--- config.mk ---
export PLATFORM = sky130hd
export DESIGN_NAME = hazard_sb_ctrl_flat
export DESIGN_NICKNAME = d
export VERILOG_FILES = /design/src/rtl/hazard_sb_ctrl_if.sv /design/src/rtl/hazard_sb_ctrl.sv /design/src/flat_wrapper.sv
export SDC_FILE = /design/constraint.sdc
export NUM_CORES = 1
export LEC_CHECK = 0
export CORE_ASPECT_RATIO = 0.5
export CORE_MARGIN = 4
export CORE_UTILIZATION = 33
export CTS_CLUSTER_SIZE = 10
export DETAILED_ROUTE_END_ITERATION = 8
export PLACE_DENSITY = 0.53
export SYNTH_ARGS = -nofsm -noshare
export SYNTH_HDL_FRONTEND = slang
export SYNTH_SLANG_ARGS = --single-unit
--- constraint.sdc ---
create_clock -name CLK -period 5.6 [get_ports CLK]
set_clock_uncertainty 0.05 [all_clocks]
set_input_delay 1.12 -clock CLK [delete_from_list [all_inputs] [get_ports CLK]]
set_output_delay 1.12 -clock CLK [all_outputs]
set_load 0.01 [all_outputs]
--- src/rtl/hazard_sb_ctrl_if.sv ---
// D/E-stage hazard bundle between the pipeline (master) and hazard_sb_ctrl (slave).
// Active-low write enables (WEN_*) are carried unchanged from the datapath.
interface hazard_sb_ctrl_if #(
  parameter int AW = 5,
  parameter int LW = 3
);
  logic          Valid_D;
  logic [AW-1:0] RA0_D, RA1_D;
  logic          RS1Used_D, RS2Used_D;
  logic [AW-1:0] WA_D;
  logic          WEN_D;
  logic [LW-1:0] Lat_D;
  logic [AW-1:0] RA0_E, RA1_E;
  logic          RS1Used_E, RS2Used_E;
  logic [AW-1:0] WA_M1, WA_W;
  logic          WEN_M1, WEN_W;
  logic          Valid_E, Jump, Branch, Taken;
  logic          PCWrite, IMRead, FDWrite, FDFlush, DEFlush;
  logic          Issue;
  logic [1:0]    FW1, FW2;
  logic          Busy;

  modport master (
    output Valid_D, RA0_D, RA1_D, RS1Used_D, RS2Used_D, WA_D, WEN_D, Lat_D,
           RA0_E, RA1_E, RS1Used_E, RS2Used_E, WA_M1, WA_W, WEN_M1, WEN_W,
           Valid_E, Jump, Branch, Taken,
    input  PCWrite, IMRead, FDWrite, FDFlush, DEFlush, Issue, FW1, FW2, Busy
  );

  modport slave (
    input  Valid_D, RA0_D, RA1_D, RS1Used_D, RS2Used_D, WA_D, WEN_D, Lat_D,
           RA0_E, RA1_E, RS1Used_E, RS2Used_E, WA_M1, WA_W, WEN_M1, WEN_W,
           Valid_E, Jump, Branch, Taken,
    output PCWrite, IMRead, FDWrite, FDFlush, DEFlush, Issue, FW1, FW2, Busy
  );
endinterface

--- src/rtl/hazard_sb_ctrl.sv ---
// Latency-tagged scoreboard, redirect/bubble FSM and E-stage bypass select.
// Optional HZ_PERF_EN adds saturating StallCnt/FlushCnt outputs.
module hazard_sb_ctrl #(
  parameter int NREG      = 32,
  parameter int AW        = $clog2(NREG),
  parameter int MAX_LAT   = 4,
  parameter int LW        = $clog2(MAX_LAT+1),
  parameter int FLUSH_CYC = 1
) (
  input  logic CLK,
  input  logic RST,
  hazard_sb_ctrl_if.slave hz
`ifdef HZ_PERF_EN
  ,
  output logic [31:0] StallCnt,
  output logic [31:0] FlushCnt
`endif
);
  localparam logic [0:0]    RUN     = 1'b0;
  localparam logic [0:0]    BUBBLE  = 1'b1;
  localparam logic [2:0]    BRELOAD = (FLUSH_CYC > 0) ? 3'(FLUSH_CYC-1) : 3'd0;
  localparam logic [LW-1:0] LMAX    = LW'(MAX_LAT);

  logic [NREG-1:0][LW-1:0] cnt;
  logic [0:0]    state;
  logic [2:0]    bcnt;
  logic [LW-1:0] lat_sat;
  logic          stall, redirect, issue, load, busy;

  assign lat_sat  = (hz.Lat_D > LMAX) ? LMAX : hz.Lat_D;
  assign redirect = hz.Valid_E & (hz.Jump | (hz.Branch & hz.Taken));
  // cnt==1 means the result reaches a bypass by the time the consumer is in E
  assign stall    = hz.Valid_D &
                    ((hz.RS1Used_D & (|hz.RA0_D) & (cnt[hz.RA0_D] > LW'(1))) |
                     (hz.RS2Used_D & (|hz.RA1_D) & (cnt[hz.RA1_D] > LW'(1))));
  assign issue    = ~RST & hz.Valid_D & ~stall & ~redirect & (state == RUN);
  assign load     = issue & ~hz.WEN_D & (|hz.WA_D) & (|hz.Lat_D);

  // entry 0 is only ever written by reset
  always_ff @(posedge CLK or posedge RST) begin
    if (RST) begin
      cnt <= '0;
    end else begin
      for (int r = 1; r < NREG; r++) begin
        if (load && (hz.WA_D == AW'(r)))
          cnt[r] <= lat_sat;
        else if (cnt[r] != '0)
          cnt[r] <= cnt[r] - 1'b1;
      end
    end
  end

  always_comb begin
    busy = 1'b0;
    for (int r = 0; r < NREG; r++) busy = busy | (|cnt[r]);
  end

  always_ff @(posedge CLK or posedge RST) begin
    if (RST) begin
      state <= RUN;
      bcnt  <= '0;
    end else begin
      case (state)
        RUN: if (redirect && (FLUSH_CYC > 0)) begin
          state <= BUBBLE;
          bcnt  <= BRELOAD;
        end
        BUBBLE: begin
          if (redirect)          bcnt  <= BRELOAD;
          else if (bcnt == '0)   state <= RUN;
          else                   bcnt  <= bcnt - 1'b1;
        end
        default: state <= RUN;
      endcase
    end
  end

  always_comb begin
    hz.PCWrite = 1'b1;
    hz.IMRead  = 1'b1;
    hz.FDWrite = 1'b1;
    hz.FDFlush = 1'b0;
    hz.DEFlush = 1'b0;
    if (redirect) begin
      hz.IMRead  = 1'b0;
      hz.FDFlush = 1'b1;
      hz.DEFlush = 1'b1;
    end else if (state == BUBBLE) begin
      hz.FDFlush = 1'b1;
      hz.DEFlush = 1'b1;
    end else if (stall) begin
      hz.PCWrite = 1'b0;
      hz.IMRead  = 1'b0;
      hz.FDWrite = 1'b0;
      hz.DEFlush = 1'b1;
    end
  end

  function automatic logic [1:0] fw_sel(input logic used, input logic [AW-1:0] ra,
                                        input logic wen_m1, input logic [AW-1:0] wa_m1,
                                        input logic wen_w, input logic [AW-1:0] wa_w);
    if (used && (ra != '0) && !wen_m1 && (ra == wa_m1)) return 2'd1;
    if (used && (ra != '0) && !wen_w  && (ra == wa_w))  return 2'd2;
    return 2'd0;
  endfunction

  assign hz.FW1   = fw_sel(hz.RS1Used_E, hz.RA0_E, hz.WEN_M1, hz.WA_M1, hz.WEN_W, hz.WA_W);
  assign hz.FW2   = fw_sel(hz.RS2Used_E, hz.RA1_E, hz.WEN_M1, hz.WA_M1, hz.WEN_W, hz.WA_W);
  assign hz.Issue = issue;
  assign hz.Busy  = busy;

`ifdef HZ_PERF_EN
  always_ff @(posedge CLK or posedge RST) begin
    if (RST) begin
      StallCnt <= '0;
      FlushCnt <= '0;
    end else begin
      if (stall && !redirect && (StallCnt != 32'hFFFF_FFFF)) StallCnt <= StallCnt + 1'b1;
      if (redirect && (FlushCnt != 32'hFFFF_FFFF))           FlushCnt <= FlushCnt + 1'b1;
    end
  end
`endif
endmodule

--- src/flat_wrapper.sv ---
// flat-port wrapper written by rule: the top's interface ports become plain ports
module hazard_sb_ctrl_flat 
#(
  parameter int NREG      = 32,
  parameter int AW        = $clog2(NREG),
  parameter int MAX_LAT   = 4,
  parameter int LW        = $clog2(MAX_LAT+1),
  parameter int FLUSH_CYC = 1
)
  (CLK, RST, hz_Valid_D, hz_RA0_D, hz_RA1_D, hz_RS1Used_D, hz_RS2Used_D, hz_WA_D, hz_WEN_D, hz_Lat_D, hz_RA0_E, hz_RA1_E, hz_RS1Used_E, hz_RS2Used_E, hz_WA_M1, hz_WA_W, hz_WEN_M1, hz_WEN_W, hz_Valid_E, hz_Jump, hz_Branch, hz_Taken, hz_PCWrite, hz_IMRead, hz_FDWrite, hz_FDFlush, hz_DEFlush, hz_Issue, hz_FW1, hz_FW2, hz_Busy);
  hazard_sb_ctrl_if #(.AW(AW), .LW(LW)) hz_i ();
  input  logic CLK;
  input  logic RST;
  input wire logic [$bits(hz_i.Valid_D)-1:0] hz_Valid_D;
  input wire logic [$bits(hz_i.RA0_D)-1:0] hz_RA0_D;
  input wire logic [$bits(hz_i.RA1_D)-1:0] hz_RA1_D;
  input wire logic [$bits(hz_i.RS1Used_D)-1:0] hz_RS1Used_D;
  input wire logic [$bits(hz_i.RS2Used_D)-1:0] hz_RS2Used_D;
  input wire logic [$bits(hz_i.WA_D)-1:0] hz_WA_D;
  input wire logic [$bits(hz_i.WEN_D)-1:0] hz_WEN_D;
  input wire logic [$bits(hz_i.Lat_D)-1:0] hz_Lat_D;
  input wire logic [$bits(hz_i.RA0_E)-1:0] hz_RA0_E;
  input wire logic [$bits(hz_i.RA1_E)-1:0] hz_RA1_E;
  input wire logic [$bits(hz_i.RS1Used_E)-1:0] hz_RS1Used_E;
  input wire logic [$bits(hz_i.RS2Used_E)-1:0] hz_RS2Used_E;
  input wire logic [$bits(hz_i.WA_M1)-1:0] hz_WA_M1;
  input wire logic [$bits(hz_i.WA_W)-1:0] hz_WA_W;
  input wire logic [$bits(hz_i.WEN_M1)-1:0] hz_WEN_M1;
  input wire logic [$bits(hz_i.WEN_W)-1:0] hz_WEN_W;
  input wire logic [$bits(hz_i.Valid_E)-1:0] hz_Valid_E;
  input wire logic [$bits(hz_i.Jump)-1:0] hz_Jump;
  input wire logic [$bits(hz_i.Branch)-1:0] hz_Branch;
  input wire logic [$bits(hz_i.Taken)-1:0] hz_Taken;
  output wire logic [$bits(hz_i.PCWrite)-1:0] hz_PCWrite;
  output wire logic [$bits(hz_i.IMRead)-1:0] hz_IMRead;
  output wire logic [$bits(hz_i.FDWrite)-1:0] hz_FDWrite;
  output wire logic [$bits(hz_i.FDFlush)-1:0] hz_FDFlush;
  output wire logic [$bits(hz_i.DEFlush)-1:0] hz_DEFlush;
  output wire logic [$bits(hz_i.Issue)-1:0] hz_Issue;
  output wire logic [$bits(hz_i.FW1)-1:0] hz_FW1;
  output wire logic [$bits(hz_i.FW2)-1:0] hz_FW2;
  output wire logic [$bits(hz_i.Busy)-1:0] hz_Busy;
  assign hz_i.Valid_D = hz_Valid_D;
  assign hz_i.RA0_D = hz_RA0_D;
  assign hz_i.RA1_D = hz_RA1_D;
  assign hz_i.RS1Used_D = hz_RS1Used_D;
  assign hz_i.RS2Used_D = hz_RS2Used_D;
  assign hz_i.WA_D = hz_WA_D;
  assign hz_i.WEN_D = hz_WEN_D;
  assign hz_i.Lat_D = hz_Lat_D;
  assign hz_i.RA0_E = hz_RA0_E;
  assign hz_i.RA1_E = hz_RA1_E;
  assign hz_i.RS1Used_E = hz_RS1Used_E;
  assign hz_i.RS2Used_E = hz_RS2Used_E;
  assign hz_i.WA_M1 = hz_WA_M1;
  assign hz_i.WA_W = hz_WA_W;
  assign hz_i.WEN_M1 = hz_WEN_M1;
  assign hz_i.WEN_W = hz_WEN_W;
  assign hz_i.Valid_E = hz_Valid_E;
  assign hz_i.Jump = hz_Jump;
  assign hz_i.Branch = hz_Branch;
  assign hz_i.Taken = hz_Taken;
  assign hz_PCWrite = hz_i.PCWrite;
  assign hz_IMRead = hz_i.IMRead;
  assign hz_FDWrite = hz_i.FDWrite;
  assign hz_FDFlush = hz_i.FDFlush;
  assign hz_DEFlush = hz_i.DEFlush;
  assign hz_Issue = hz_i.Issue;
  assign hz_FW1 = hz_i.FW1;
  assign hz_FW2 = hz_i.FW2;
  assign hz_Busy = hz_i.Busy;
  hazard_sb_ctrl #(.NREG(NREG), .AW(AW), .MAX_LAT(MAX_LAT), .LW(LW), .FLUSH_CYC(FLUSH_CYC)) u_core (.CLK(CLK), .RST(RST), .hz(hz_i));
endmodule
==> results of run 1 <==
## cell type report
cell class / instances / area (um^2) / area share [%]
Inverter: 73 / 277 / 3.01
Tap cell: 336 / 420 / 4.58
Sequential cell: 97 / 2430 / 26.4
Clock inverter: 6 / 90.1 / 0.981
Timing Repair Buffer: 76 / 723 / 7.87
Multi-Input combinational cell: 571 / 5020 / 54.6
Clock buffer: 10 / 229 / 2.49
## logic make-up after synthesis
logic type | count (synthesis) | synth area share, %
other cells | 1 | 0.0459
xor+xnor | 52 | 5.57
buf+inv | 107 | 9.00
simple gates | 245 | 20.7
mux | 130 | 19.2
flops | 97 | 29.7
fa+ha+maj | 64 | 9.80
compound gates | 79 | 6.06
## power groups by stage
stage | combinational, mW | clock [mW] | sequential, mW
floorplan | 1.92 | 0 | 1.33
global placement | 2.20 | 0 | 1.45
detailed placement | 2.30 | 0 | 1.44
CTS | 2.31 | 0.718 | 1.44
global route | 2.62 | 0.735 | 1.50
finish | 2.28 | 0.695 | 1.44
## cells in the mapped netlist, types with 6 or more instances
cell type  instances
a21oi_1            8
clkbuf_1           6
clkbuf_8           9
dfrtp_1           97
ha_1              64
inv_1             72
mux2_2            30
mux2_4            29
mux2i_1           65
nand2_1           37
nand2b_1          42
nand4_1            6
nand4_4           29
nor2_1            59
nor3_1            47
o21ai_0           44
or4_1              6
xnor2_1           48
## worst max-delay path by stage
stage,start,end,slack (ns),cells after the start
2_1_floorplan,RST,hz_Issue,0.58,3
4_1_cts,hz_RA1_D[0],hz_DEFlush,0.38,8
3_5_place_dp,hz_RA1_D[0],hz_DEFlush,0.39,8
6_report,hz_RA1_D[0],hz_DEFlush,0.39,8
3_3_place_gp,hz_RA1_D[0],hz_DEFlush,0.45,8
5_1_grt,hz_RA0_D[0],hz_Issue,0.16,9
## routing by layer
| metal | up-vias | GRT usage (%) | routed length (um) |
|---|---|---|---|
| met4 | 4 | 4.04 | 371 |
| met2 | 96 | 24.0 | 8970 |
| li1 | 2792 | - | - |
| met3 | 30 | 3.08 | 762 |
| met5 | - | 0 | 26 |
| met1 | 2733 | 18.8 | 8890 |
## stage by stage
stage                     hold slack (ns)  setup slack (ns)  cells
after detailed placement            0.491             0.387   1153
after global placement              0.479             0.452   1153
after floorplan                     0.460             0.582    775
after CTS                           0.502             0.381   1169
final                               0.495             0.386   1169
after global routing                0.535             0.157   1169
## worst max-delay path, cell delays in order
cell and delay, ns:
clkdlybuf4s50_1 0.87, mux4_2 0.58, o21ai_0 0.15, a31oi_1 0.10, o22a_2 0.25, nand2_1 0.26, a21o_1 0.17, clkdlybuf4s50_1 0.53
## state kept, by name, indices dropped and copies added (netlist names)
signal and cells:
u_core.cnt 93, u_core.bcnt 3, u_core.state 1
==> results.tsv, run 1 <==
metric	value	unit
status	finished, final reports clean	
dpl.hpwl	14200	um
path_class	primary input to output port	
grt_pass1_vias	5926	
peakVddDrop	172	uV
diodes	0	
track_usage	14.4	%
grt_setup_unrepaired	false	
drt-pass1-iter-count	5	
fillers	2363	
cp_max_fo	16	
crit_path_end_kind	output port	
cap_violations	0	
dieArea	0.0275	mm^2
antenna_found_initial	2	
overflow	0	
hp-class	flop to flop	
clkTransAtPathRegs	0.07	ns
cts_tree	built	
pwr-share-seq	32.6	%
power_leakage	4.29	nW
synth.top_cell.area_share	29.7	%
cts_resized	0	
comb_power_share	51.7	%
cts_sinks	97	
worstMarginPinSlew	1.09	ns
syn_inst	775	
pwr-share-clk	15.8	%
setup_violations	0	
io_buffers	61	
drt-vias-per-instance	4.84	
holdPathEnd	u_core.bcnt[0]	
placed_area	0.00887	mm^2
reg2reg_to	u_core.cnt[29]	
nNetsFinal	944	
synth_top_area_cell	dfrtp_1	
worstReg2RegStart	u_core.cnt[17]	
power	4.41	mW
slew_headroom	26.8	%
synth_area	0.00817	mm^2
ys_ff_latch	97	
period_needed	5.21	ns
yosysWarnings	3	
synth_area_per_cell	10.5	um^2
clk_path_buf_depth	2	
reg2regPathDepth	8	
yosysUniqueCellTypes	57	
arrival	4.04	ns
rows	40	
hold_depth	2	
postCtsSetupRepairBufs	0	
synth_area_leaders	dfrtp_1 (30%), ha_1 (9.8%), mux2i_1 (8.0%)	
synth_flop_cell	dfrtp_1	
cell_internal_pwr	2.68	mW
slew_violations	0	
clock_latency	0.36	ns
synth-edff-count	0	
cts_made_buffers	9	
fin_setup_tns	0	ns
period_share	93.1	%
die_h	119	um
cts_root_buf	clkbuf_16	
start_util	33.8	%
wl_per_cell	16.3	um
layout-drive-gt1-share	16.2	%
grt_pass1_wl	31300	um
cts_hold_buf	0	
fmax	192	MHz
crit_required	4.43	ns
netSwitchingFraction	39.3	%
boundaryPins	63	
grt_start_max_net_pins	65	
drt_iter0_markers	278	
min_from	u_core.bcnt[0]	
dr_total_vias	5655	
htreeDepth	3	
power_density	480	mW/mm^2
die_x	231	um
drc	0	
final_util	38.0	%
finalInstanceArea	0.00919	mm^2
reg2reg_setup_slack	2.35	ns
layout_common_cells	dfrtp_1 (97), inv_1 (71), mux2i_1 (65), ha_1 (64), clkdlybuf4s50_1 (61)	
route.antenna.remaining_nets	0	
synth_nets	891	
startpoint_type	primary input	
power_switching	1.73	mW
async_flop_share	100	%
wl	19000	um
hold_violations	0	
final_common_cell	dfrtp_1	
syn_to_final_growth	12.4	%
ys_seq_area_share	29.7	%
gp_congestion	0.854	
core_area	0.0242	mm^2
Power figures use the tool's default switching activity.
==> inputs of run 2 (changes only) <==
--- a/config.mk
+++ b/config.mk
@@ -10,6 +10,7 @@
 export CORE_UTILIZATION = 33
 export CTS_CLUSTER_SIZE = 10
 export DETAILED_ROUTE_END_ITERATION = 8
+export MAX_ROUTING_LAYER = met4
 export PLACE_DENSITY = 0.53
 export SYNTH_ARGS = -nofsm -noshare
 export SYNTH_HDL_FRONTEND = slang
==> results.tsv, run 2 (synthesis gave the netlist of run 1 again) <==
metric	value	unit	change
reg2regPathDepth	8		unchanged
reg2reg_setup_slack	2.33	ns	-0.02 ns
drt-vias-per-instance	4.81		-0.65%
startpoint_type	primary input		
grt_use_met2	23.7	%	-0.33 points
layout_common_cells	dfrtp_1 (97), inv_1 (71), mux2i_1 (65), ha_1 (64), clkdlybuf4s50_1 (61)		
diodes	0		unchanged
postCtsSetupRepairBufs	0		unchanged
crit_path_end_kind	output port		
wl_per_cell	16.0	um	-1.5%
largestRegisters	u_core.cnt x93, u_core.bcnt x3, u_core.state x1		
nNetsFinal	939		-0.53%
fmax	191	MHz	-0.45%
syn_to_final_growth	12.1	%	
drc	0		unchanged
use_met3	2.65	%	-0.43 points
crit_path_frequent_cell	clkdlybuf4s50_1		
die_x	231	um	unchanged
placed_area	0.00884	mm^2	-0.28%
grt_most_used_layer	met2		
critPathSlowestCell	clkdlybuf4s50_1		
grt_pass1_wl	31300	um	-0.15%
cts_resized	0		unchanged
track_usage	14.6	%	+0.25 points
hold_violations	0		unchanged
boundaryPins	63		unchanged
reg2reg_to	u_core.cnt[29]		
overflow	0		unchanged
start_util	33.8	%	unchanged
critPathTopFamily	buffers and inverters		
rows	40		unchanged
arrival	4.07	ns	+0.03 ns
htreeDepth	3		unchanged
hp-class	flop to flop		
slew_violations	0		unchanged
final_util	37.9	%	-0.088 points
worstReg2RegStart	u_core.cnt[17]		
min_from	u_core.bcnt[0]		
dp_worst_setup_slack	0.339	ns	-0.0479 ns
cts_hold_buf	0		unchanged
worstMarginPinSlew	0.914	ns	-0.180 ns
period_share	93.5	%	+0.42 points
peakVddDrop	170	uV	-1.3%
dieArea	0.0275	mm^2	unchanged
setup_ws	0.363	ns	-0.0233 ns
cts_sinks	97		unchanged
power_leakage	4.26	nW	-0.58%
finalInstanceArea	0.00916	mm^2	-0.23%
drt-pass1-iter-count	6		+1
setup_violations	0		unchanged
cts_root_buf	clkbuf_16		
dr_total_vias	5594		-1.1%
wl	18700	um	-1.9%
fin_setup_tns	0	ns	unchanged
crit_buf_inv	3		+1
whs	0.512	ns	+0.0169 ns
die_h	119	um	unchanged
path_class	primary input to output port		
dpl.hpwl	14000	um	-1.3%
drt_iter0_markers	286		+2.9%
path_cells	clkdlybuf4s50_1, inv_2, o31ai_1, o21ai_0, a221o_1, a32oi_4, nand2_1, a31oi_1, clkdlybuf4s50_1		
slew_headroom	39.1	%	+12 points
core_area	0.0242	mm^2	unchanged
slowest_delay	0.82	ns	-0.05 ns
grt_setup_unrepaired	false		
layout-drive-gt1-share	15.6	%	-0.63 points
clkTransAtPathRegs	0.07	ns	about the same
grtUsageMet1	19.0	%	+0.20 points
clock_latency	0.36	ns	about the same
status	finished, final reports clean		
final_common_cell	dfrtp_1		
period_needed	5.24	ns	+0.0233 ns
grt_start_max_net_pins	68		+4.6%
holdPathEnd	u_core.bcnt[0]		
gp_congestion	0.885		+3.7%
route.antenna.remaining_nets	0		unchanged
cts_tree	built		
max_flop_register	u_core.cnt		
antenna_found_initial	0		-2
crit_required	4.43	ns	about the same
clk_path_buf_depth	2		unchanged
io_buffers	61		unchanged
hold_depth	2		unchanged
cp_max_fo	13		-3
largest_reg_flops	93		unchanged
grt_pass1_vias	5797		-2.2%
cap_violations	0		unchanged
power_density	480	mW/mm^2	about the same
cts_made_buffers	9		unchanged
[run 2: layout make-up]
type	instances	area [um^2]
fillers	2412	15000
multi-input cells	571	5020
flip-flops and latches	97	2430
repair buffers	71	698
well taps	336	420
inverters	73	277
clock buffers	12	246
clock inverters	4	76.3
[run 2: worst max path at each step]
stage	to	slack [ns]	from	cells after the start
after floorplan	hz_Issue	0.58	RST	3
after global placement	hz_Issue	0.43	hz_RA0_D[0]	8
after detailed placement	hz_DEFlush	0.34	hz_RA0_D[0]	8
after CTS	hz_DEFlush	0.34	hz_RA0_D[0]	8
after global routing	hz_Issue	0.22	hz_RA0_D[0]	9
final	hz_IMRead	0.36	hz_RA0_D[0]	9
[run 2: where the power goes]
| part | internal [mW] | total [mW] | switching, mW |
|---|---|---|---|
| sequential | 1.09 | 1.44 | 0.344 |
| combinational | 1.19 | 2.27 | 1.08 |
| clock | 0.405 | 0.689 | 0.283 |
| total | 2.69 | 4.40 | 1.71 |
[run 2: tightest hold or removal path, stage by stage (launching register included)]
cell	delay, ns
dfrtp_1	0.37
xnor2_1	0.12
nor2_1	0.04
[run 2: metal layers]
layer	share of wire, %	routed length [um]
met1	48	8920
met2	47	8850
met3	3.0	565
met4	1.8	327
met5	0	0
[run 2: through the flow]
step / power [mW] / std cells
finish: 4.40 / 1164
global route: 4.86 / 1164
CTS: 4.46 / 1164
detailed placement: 3.74 / 1148
global placement: 3.64 / 1148
floorplan: 3.26 / 775
